File: src/rtl/bp_stream_host_responder_if.sv
// rtl/bp_stream_host_responder_if.sv - word-stream and target-port bundle for bp_stream_host_responder
interface bp_stream_host_responder_if #(
  parameter int stream_data_width_p = 32,
  parameter int data_width_p        = 64,
  parameter int addr_width_p        = 30
);
  logic                           stream_v_i;
  logic [stream_data_width_p-1:0] stream_data_i;
  logic                           stream_ready_o;
  logic                           stream_v_o;
  logic [stream_data_width_p-1:0] stream_data_o;
  logic                           stream_yumi_i;
  logic                           mem_v_o;
  logic                           mem_w_o;
  logic [addr_width_p-1:0]        mem_addr_o;
  logic [stream_data_width_p-1:0] mem_data_o;
  logic                           mem_ready_i;
  logic                           mem_v_i;
  logic [data_width_p-1:0]        mem_data_i;

  // slave is the responder itself; master is the link/target side driving it
  modport slave (
    input  stream_v_i, stream_data_i, stream_yumi_i, mem_ready_i, mem_v_i, mem_data_i,
    output stream_ready_o, stream_v_o, stream_data_o, mem_v_o, mem_w_o, mem_addr_o, mem_data_o
  );

  modport master (
    output stream_v_i, stream_data_i, stream_yumi_i, mem_ready_i, mem_v_i, mem_data_i,
    input  stream_ready_o, stream_v_o, stream_data_o, mem_v_o, mem_w_o, mem_addr_o, mem_data_o
  );
endinterface

File: src/rtl/bp_stream_host_responder.sv
// rtl/bp_stream_host_responder.sv - host-side MMIO responder for the BlackParrot word stream
// Optional read timeout enabled by defining BP_STREAM_HOST_RD_TIMEOUT_EN.
module bp_stream_host_responder #(
  parameter int stream_data_width_p = 32,
  parameter int data_width_p        = 64,
  parameter int addr_width_p        = 30,
  parameter int timeout_cycles_p    = 1024
) (
  input  logic                         clk_i,
  input  logic                         reset_n_i,
  bp_stream_host_responder_if.slave    bus
);
  localparam int W     = stream_data_width_p;
  localparam int ELS   = data_width_p / stream_data_width_p;
  localparam int CNT_W = (ELS > 1) ? $clog2(ELS) : 1;

  typedef enum logic [2:0] {ADDR, DATA, ISSUE, WAIT_RD, SEND} state_e;

  state_e                    state_r, state_n;
  logic [1:0]                op_r, op_n;
  logic [addr_width_p-1:0]   addr_r, addr_n;
  logic [W-1:0]              wdata_r, wdata_n;
  logic [data_width_p-1:0]   shift_r, shift_n;
  logic [CNT_W-1:0]          cnt_r, cnt_n;

`ifdef BP_STREAM_HOST_RD_TIMEOUT_EN
  localparam int TMO_W = $clog2(timeout_cycles_p + 1);
  localparam int REPS  = (data_width_p + 31) / 32;
  localparam logic [REPS*32-1:0] DEAD_REP = {REPS{32'hDEADBEEF}};
  logic [TMO_W-1:0] tmo_r, tmo_n;
`endif

  always_ff @(posedge clk_i or negedge reset_n_i) begin
    if (!reset_n_i) begin
      state_r <= ADDR;
      op_r    <= '0;
      addr_r  <= '0;
      wdata_r <= '0;
      shift_r <= '0;
      cnt_r   <= '0;
`ifdef BP_STREAM_HOST_RD_TIMEOUT_EN
      tmo_r   <= '0;
`endif
    end else begin
      state_r <= state_n;
      op_r    <= op_n;
      addr_r  <= addr_n;
      wdata_r <= wdata_n;
      shift_r <= shift_n;
      cnt_r   <= cnt_n;
`ifdef BP_STREAM_HOST_RD_TIMEOUT_EN
      tmo_r   <= tmo_n;
`endif
    end
  end

  always_comb begin
    state_n = state_r;
    op_n    = op_r;
    addr_n  = addr_r;
    wdata_n = wdata_r;
    shift_n = shift_r;
    cnt_n   = cnt_r;
`ifdef BP_STREAM_HOST_RD_TIMEOUT_EN
    tmo_n   = '0;
`endif
    case (state_r)
      ADDR: if (bus.stream_v_i) begin
        op_n    = bus.stream_data_i[W-1 -: 2];
        addr_n  = bus.stream_data_i[addr_width_p-1:0];
        state_n = DATA;
      end
      DATA: if (bus.stream_v_i) begin
        wdata_n = bus.stream_data_i;
        // reserved ops still consume the data word so framing stays aligned
        state_n = op_r[1] ? ADDR : ISSUE;
      end
      ISSUE: if (bus.mem_ready_i) begin
        state_n = op_r[0] ? ADDR : WAIT_RD;
      end
      WAIT_RD: begin
        if (bus.mem_v_i) begin
          shift_n = bus.mem_data_i;
          cnt_n   = '0;
          state_n = SEND;
        end
`ifdef BP_STREAM_HOST_RD_TIMEOUT_EN
        else if (tmo_r == TMO_W'(timeout_cycles_p - 1)) begin
          shift_n = DEAD_REP[data_width_p-1:0];
          cnt_n   = '0;
          state_n = SEND;
        end else begin
          tmo_n = tmo_r + 1'b1;
        end
`endif
      end
      SEND: if (bus.stream_yumi_i) begin
        shift_n = shift_r >> W;
        cnt_n   = cnt_r + 1'b1;
        if (cnt_r == CNT_W'(ELS - 1)) state_n = ADDR;
      end
      default: state_n = ADDR;
    endcase
  end

  assign bus.stream_ready_o = (state_r == ADDR) || (state_r == DATA);
  assign bus.stream_v_o     = (state_r == SEND);
  assign bus.stream_data_o  = shift_r[W-1:0];
  assign bus.mem_v_o        = (state_r == ISSUE);
  assign bus.mem_w_o        = (op_r == 2'b01);
  assign bus.mem_addr_o     = addr_r;
  assign bus.mem_data_o     = wdata_r;
endmodule

File: src/flat_wrapper.sv
// flat-port wrapper written by rule: the top's interface ports become plain ports
module bp_stream_host_responder_flat 
#(
  parameter int stream_data_width_p = 32,
  parameter int data_width_p        = 64,
  parameter int addr_width_p        = 30,
  parameter int timeout_cycles_p    = 1024
)
  (clk_i, reset_n_i, bus_stream_v_i, bus_stream_data_i, bus_stream_yumi_i, bus_mem_ready_i, bus_mem_v_i, bus_mem_data_i, bus_stream_ready_o, bus_stream_v_o, bus_stream_data_o, bus_mem_v_o, bus_mem_w_o, bus_mem_addr_o, bus_mem_data_o);
  bp_stream_host_responder_if #(.stream_data_width_p(stream_data_width_p), .data_width_p(data_width_p), .addr_width_p(addr_width_p)) bus_i ();
  input  logic clk_i;
  input  logic reset_n_i;
  input wire logic [$bits(bus_i.stream_v_i)-1:0] bus_stream_v_i;
  input wire logic [$bits(bus_i.stream_data_i)-1:0] bus_stream_data_i;
  input wire logic [$bits(bus_i.stream_yumi_i)-1:0] bus_stream_yumi_i;
  input wire logic [$bits(bus_i.mem_ready_i)-1:0] bus_mem_ready_i;
  input wire logic [$bits(bus_i.mem_v_i)-1:0] bus_mem_v_i;
  input wire logic [$bits(bus_i.mem_data_i)-1:0] bus_mem_data_i;
  output wire logic [$bits(bus_i.stream_ready_o)-1:0] bus_stream_ready_o;
  output wire logic [$bits(bus_i.stream_v_o)-1:0] bus_stream_v_o;
  output wire logic [$bits(bus_i.stream_data_o)-1:0] bus_stream_data_o;
  output wire logic [$bits(bus_i.mem_v_o)-1:0] bus_mem_v_o;
  output wire logic [$bits(bus_i.mem_w_o)-1:0] bus_mem_w_o;
  output wire logic [$bits(bus_i.mem_addr_o)-1:0] bus_mem_addr_o;
  output wire logic [$bits(bus_i.mem_data_o)-1:0] bus_mem_data_o;
  assign bus_i.stream_v_i = bus_stream_v_i;
  assign bus_i.stream_data_i = bus_stream_data_i;
  assign bus_i.stream_yumi_i = bus_stream_yumi_i;
  assign bus_i.mem_ready_i = bus_mem_ready_i;
  assign bus_i.mem_v_i = bus_mem_v_i;
  assign bus_i.mem_data_i = bus_mem_data_i;
  assign bus_stream_ready_o = bus_i.stream_ready_o;
  assign bus_stream_v_o = bus_i.stream_v_o;
  assign bus_stream_data_o = bus_i.stream_data_o;
  assign bus_mem_v_o = bus_i.mem_v_o;
  assign bus_mem_w_o = bus_i.mem_w_o;
  assign bus_mem_addr_o = bus_i.mem_addr_o;
  assign bus_mem_data_o = bus_i.mem_data_o;
  bp_stream_host_responder #(.stream_data_width_p(stream_data_width_p), .data_width_p(data_width_p), .addr_width_p(addr_width_p), .timeout_cycles_p(timeout_cycles_p)) u_core (.clk_i(clk_i), .reset_n_i(reset_n_i), .bus(bus_i));
endmodule
File: config.mk
export PLATFORM = sky130hd
export DESIGN_NAME = bp_stream_host_responder_flat
export DESIGN_NICKNAME = d
export VERILOG_FILES = /design/src/rtl/bp_stream_host_responder_if.sv /design/src/rtl/bp_stream_host_responder.sv /design/src/flat_wrapper.sv
export SDC_FILE = /design/constraint.sdc
export NUM_CORES = 1
export LEC_CHECK = 0
export BUFFER_PORTS_ARGS = -buffer_cell sky130_fd_sc_hd__buf_2
export CAP_MARGIN = 20
export CORE_ASPECT_RATIO = 1.1
export CORE_UTILIZATION = 54
export CTS_CLUSTER_SIZE = 20
export DETAILED_ROUTE_END_ITERATION = 10
export GPL_TIMING_DRIVEN = 0
export MAX_ROUTING_LAYER = met4
export PLACE_DENSITY = 0.9
export SLEW_MARGIN = 20
export SYNTH_ARGS = -nofsm -noshare
export SYNTH_HDL_FRONTEND = slang
export SYNTH_SLANG_ARGS = --single-unit
File: constraint.sdc
create_clock -name clk_i -period 2.3 [get_ports clk_i]
set_input_delay 0.115 -clock clk_i [delete_from_list [all_inputs] [get_ports clk_i]]
set_output_delay 0.115 -clock clk_i [all_outputs]
set_load 0.02 [all_outputs]
# --- Word level (Yosys, flattened, before mapping) ---
# Index checks and enable logic that the tools add are counted.
op_classes:
  addsub: 1
  eq_ne: 11
  mux: 15
  reduce_logical: 7
op_table:
  columns: ["operator", "count"]
  rows:
  - ["64-bit 2-to-1 mux", 2]
  - ["64-bit one-hot mux with 2 select lines", 1]
  - ["3-bit 2-to-1 mux", 6]
  - ["3-bit one-hot mux with 5 select lines", 1]
  - ["2-bit inequality test (second input constant)", 5]
  - ["3-bit by 2-bit == test with 1-bit output (second input constant)", 2]
  - ["6-bit AND reduction", 1]
  - ["2-bit 2-to-1 mux", 2]
  - ["2-bit AND reduction", 2]
  - ["3-bit by 1-bit == test with 1-bit output (second input constant)", 1]
  - ["3-bit == test (second input constant)", 1]
  - ["3-bit logical NOT", 1]
  - ["3-bit AND reduction", 1]
  - ["2-bit by 1-bit == test with 1-bit output (second input constant)", 1]
  - ["1-bit 2-to-1 mux", 2]
  - ["2-bit by 1-bit inequality test with 1-bit output (second input constant)", 1]
  - ["1-bit one-hot mux with 2 select lines", 1]
  - ["2-bit nonzero test", 1]
  - ["1-bit adder (second input constant)", 1]
  - ["1-bit logical OR", 1]
word_totals:
  register_bits: 132
  out_inout_bits: 98
  elab_cells: 40

# --- Depth between registers and ports, before layout ---
depth:
  depth_word: 3
  mapped_depth: 9

# --- Worst setup path after synthesis ---
# No wires, ideal clock.
synth_timing:
  path_kind: "register to register"
  from: "register u_core.state_r[1]"
  to: "register u_core.wdata_r[21] (netlist: u_core.bus.mem_data_o[21])"
  setup_ns: 0.125
  t_arrival_ns: 1.579
  t_required_ns: 2.175
  slack_ns: 0.597
  stages_incl_launch_ff: 6
  path_buffers: 2
  path_cell_list: "dfrtp_1 > nor2_1 > and3_1 > buf_2 > buf_2 > mux2_2"
synth_between:
  elab_chain_len: 2
synth_lines:
  columns: ["element", "line_no", "text"]
  rows:
  - ["start: declaration", "bp_stream_host_responder.sv:19", "state_e state_r, state_n;"]
  - ["start signal: assignment", "bp_stream_host_responder.sv:45", "state_r <= state_n;"]
  - ["3-bit by 1-bit == test with 1-bit output", "bp_stream_host_responder.sv:67", "case (state_r)"]
  - ["2-bit AND reduction (no line)", null, null]
  - ["end signal: assignment", "bp_stream_host_responder.sv:48", "wdata_r <= wdata_n;"]
  - ["end: declaration", "bp_stream_host_responder.sv:22", "logic [W-1:0] wdata_r, wdata_n;"]
# Every way passes these cells.
# A chain may end at the register's enable or synchronous reset.

# --- Worst setup path after layout ---
layout_timing:
  from: "register u_core.state_r[1]"
  to: "output bus_stream_v_o"
layout_between:
  elab_chain_len: 1
layout_lines:
  columns: ["element", "line_no", "text"]
  rows:
  - ["3-bit == test", "bp_stream_host_responder.sv:107", "assign bus.stream_v_o = (state_r == SEND);"]
  - ["end: declaration", "flat_wrapper.sv:20", "output wire logic [$bits(bus_i.stream_v_o)-1:0] bus_stream_v_o;"]
# Every way passes these cells.

==> results summary <==
The arrival time of the worst setup path came out at around 1900 ps. Summed over all layers, the global routing overflow is 0. The flow ran to the end, and the final reports show no timing, DRC or antenna violations.

The number of standard-cell rows in the floorplan is 38. The layout overhead on the synthesized area is 49.1%. The critical path is of the reg2out type. The length of the first detailed-routing pass in iterations came out at 7. The critical path starts at u_core.state_r[1]$_DFFE_PN0P_. The deepest clock path buffer count came out at 2. The wire length of the first global-routing pass came out at 27600 um.

The largest individual stage delay along the critical path comes from the cell sky130_fd_sc_hd__dfrtp_1. The total nets after synthesis is 580. The number of global-route vias before repair is about 5400.

The peak-usage layer in the global routing report is met2. In this run the most critical hold path is launched from bus_mem_v_i. Buffers inserted during clock tree synthesis total 17.

The sequential share of the synthesized area is 58.4%. The H-tree was split into 4 levels. The number of gates resized after cts came out at 0. Routability-driven placement finished with a final weighted congestion of approximately 0.80. The initial antenna violation count came to 0. Detailed placement finished with a half-perimeter wire length of between 10000 and 15000 um. The count of unresolved DRC violations after routing came out at 0. In this run the worst hold path is classified as in2reg. The initial utilization of the core area, before any placement, comes to roughly 56%. The power density normalized to cell area is approximately 1400 mW/mm2.

The core region is about 0.01 mm2. The final worst clock skew came out at approximately 5.8 ps. The number of ports placed on the die boundary is 200.

The average via count per standard cell is 5.24. The vias after detailed routing came out at ~5000. The met1 global-route usage is a little under two fifths.

The maximum ir drop on the vdd rail came out at roughly 970 uV. The number of standard cells in the final layout excluding fillers came out at 945. The final number of max-transition violations came out at 0.

The yosys synthesis warning count is 0. The total of buffers placed on input and output ports is approximately 200. The final net count is 897. The pin slew with the least headroom to its limit came out at about 500 ps. The final worst-path cycle share is 86.1%. After routing, the total negative slack on setup checks comes to 0 ps. The global routing usage on met2 came out at a little over 60%. The proportion of synthesized flip-flops having asynchronous set or reset is 100%. The clock-pin slew on the worst setup and hold paths is 60 ps. STA classifies the critical path endpoint as a primary output. In this run the critical register-to-register path is launched from u_core.state_r[1]$_DFFE_PN0P_. The cell family contributing the most delay on the critical path is buffers and inverters. The maximum net fanout on the critical path is 10. The global routing usage summed across all routing layers is about a third. The relative slew slack is 65.2%. The prevailing post-synth register cell is sky130_fd_sc_hd__dfrtp_1. The die area came out at 0.0109 mm2. The count of endpoints failing hold in the final timing report came out at 0. The post-synthesis area per instance is between 10 and 15 um2. The largest net degree at the start of global routing came out at a little under 80. The worst-skew pair later-pin latency is between 500 and 600 ps.

The final critical delay including setup and external delays is 1980 ps. The repair_antennas step left the layout with diodes totalling 0. The number of flops mapped to enable cells by yosys came out at 0. Setup repair after global routing left no endpoint under its margin. STA classifies the critical path startpoint as a flip-flop. The data required time at the worst endpoint is about 2200 ps. The met3 track demand over resource in global routing is 10.4%. The netlist area before placement came out at 0.00565 mm2. The DRC marker count from the first detailed-route iteration is between 150 and 200. The largest single stage delay on the critical path is 400 ps. The width of the die came out at approximately 100 um. The post-synthesis cell count is ~480. The clock root buffer is sky130_fd_sc_hd__clkbuf_8.

The total number of clock tree sinks came out at about 130. The final setup violation count is 0. The utilization after layout is 84.0%. The routed length per instance came out at about 19 um. After synthesis, the netlist uses 31 different library cells. The setup fix buffers added after clock tree synthesis is 0.

The highest clock frequency the design can meet came out at ~0.50 GHz. The max-cap check violation count came out at 0. The combined buffer and inverter count along the critical path came out at 3. Traced cell by cell, the critical path runs through nor2_1 > nand2_2 > inv_2 > buf_4 > buf_2. In this run, placement finished with an instance count of slightly above 800. In the final layout, the share of cells above drive strength 1 is between 30% and 40%. TritonCTS built the clock tree. The overall routed net length came out at around 18000 um. The die outline height came out at approximately 110 um. In this run the remaining antenna-violating nets after routing total 0. The post-synthesis sequential element count is about 130.

The leakage power is around 0.0042 uW.
-- final timing paths --
kind,end,slack [ps],cells past startpoint
setup / recovery,bus_stream_v_o,320,5
setup reg to reg,u_core.bus.mem_addr_o[19]$_DFFE_PN0P_,500,4
min in group asynchronous,u_core.shift_r[12]$_DFFE_PN0P_,130,2
hold / removal,u_core.state_r[2]$_DFFE_PN0P_,70,3
max in group asynchronous,u_core.bus.mem_data_o[31]$_DFFE_PN0P_,1410,3
hold reg to reg,u_core.shift_r[35]$_DFFE_PN0P_,480,2
-- cells in the mapped netlist (3+ instances only) --
cell type	number	area, um2
sky130_fd_sc_hd__nor2_1	4	15.0
sky130_fd_sc_hd__nand2_1	98	368
sky130_fd_sc_hd__o21ai_0	55	275
sky130_fd_sc_hd__mux2i_1	32	320
sky130_fd_sc_hd__buf_4	37	278
sky130_fd_sc_hd__mux2_1	34	383
sky130_fd_sc_hd__o21ai_1	9	45.0
sky130_fd_sc_hd__buf_2	11	55.1
sky130_fd_sc_hd__buf_6	5	56.3
sky130_fd_sc_hd__clkbuf_2	3	15.0
sky130_fd_sc_hd__clkbuf_1	5	18.8
sky130_fd_sc_hd__mux2_2	32	360
sky130_fd_sc_hd__dfrtp_1	132	3300
sky130_fd_sc_hd__nor3b_1	4	30.0
-- state kept, by name, summed over array words and instances, names as in the netlist --
register and flops:
u_core.shift_r 64, u_core.bus.mem_addr_o 30, u_core.cnt_r 1, u_core.op_r 2
u_core.bus.mem_data_o 32, u_core.state_r 3
-- worst register-to-register path, delay by kind of cell (launching register included) --
family                 cells  cell delay (ps)
buffers and inverters      2              410
flip-flops                 1              400
AND/OR/NAND/NOR            1              470
multiplexers               1              380
-- what timing repair did --
action / in CTS / in global routing
setup endpoints to repair: 0 / 0
endpoints found under the hold margin: 183 / 0
hold buffers: 98 / 0
-- kinds of logic after synthesis --
| group | share of synthesized area [%] |
|---|---|
| flip-flops | 58.4 |
| AND/OR/NAND/NOR | 8.32 |
| multiplexers | 18.8 |
| AO/OA/AOI/OAI | 6.71 |
| buffers and inverters | 7.74 |
-- stage by stage --
step,cell area (um2),total power (uW),setup WS [ps],hold slack (ps)
finish,8430,11700,320,71.2
global route,8430,12200,215,66.6
CTS,8430,11500,306,38.4
detailed placement,6860,8550,529,94.6
global placement,6830,8260,-426,342
floorplan,5650,7000,597,-181
-- per-layer routing --
metal / vias to the layer above / wire, um
li1: 2218 / -
met2: 247 / 9250
met4: 0 / 580
met5: - / 0
met1: 2430 / 6660
met3: 59 / 1170
-- cell usage in the layout, fill, tap and decap left out, drive strengths merged --
master / count
clkbuf: 34
nor3: 1
o21bai: 1
a21o: 1
nor2: 4
nor3b: 4
nand2: 99
dfrtp: 132
clkinv: 1
o31ai: 1
a31oi: 1
o21ai: 64
nor2b: 1
nor4b: 1
o311ai: 1
a211oi: 1
inv: 2
a21oi: 2
and3: 1
and4b: 1
bufinv: 3
mux2i: 32
buf: 253
mux2: 66
dlygate4sd3: 98
-- power by group --
group	switching (uW)	internal, uW	total (uW)
registers	687	3430	4120
logic	2780	2030	4800
clock network	952	1780	2730
-- area by class of cell --
| type | count | area, um2 |
|---|---|---|
| fill | 493 | 1600 |
| inverter | 2 | 7.51 |
| sequential | 132 | 3300 |
| multi-input combinational | 282 | 1910 |
| timing repair buffer | 298 | 2010 |
| clock buffer | 25 | 494 |
| clock inverter | 4 | 95.1 |
| tap | 140 | 175 |
| buffer | 62 | 430 |
Note: power is estimated with default switching activity, not from simulation.
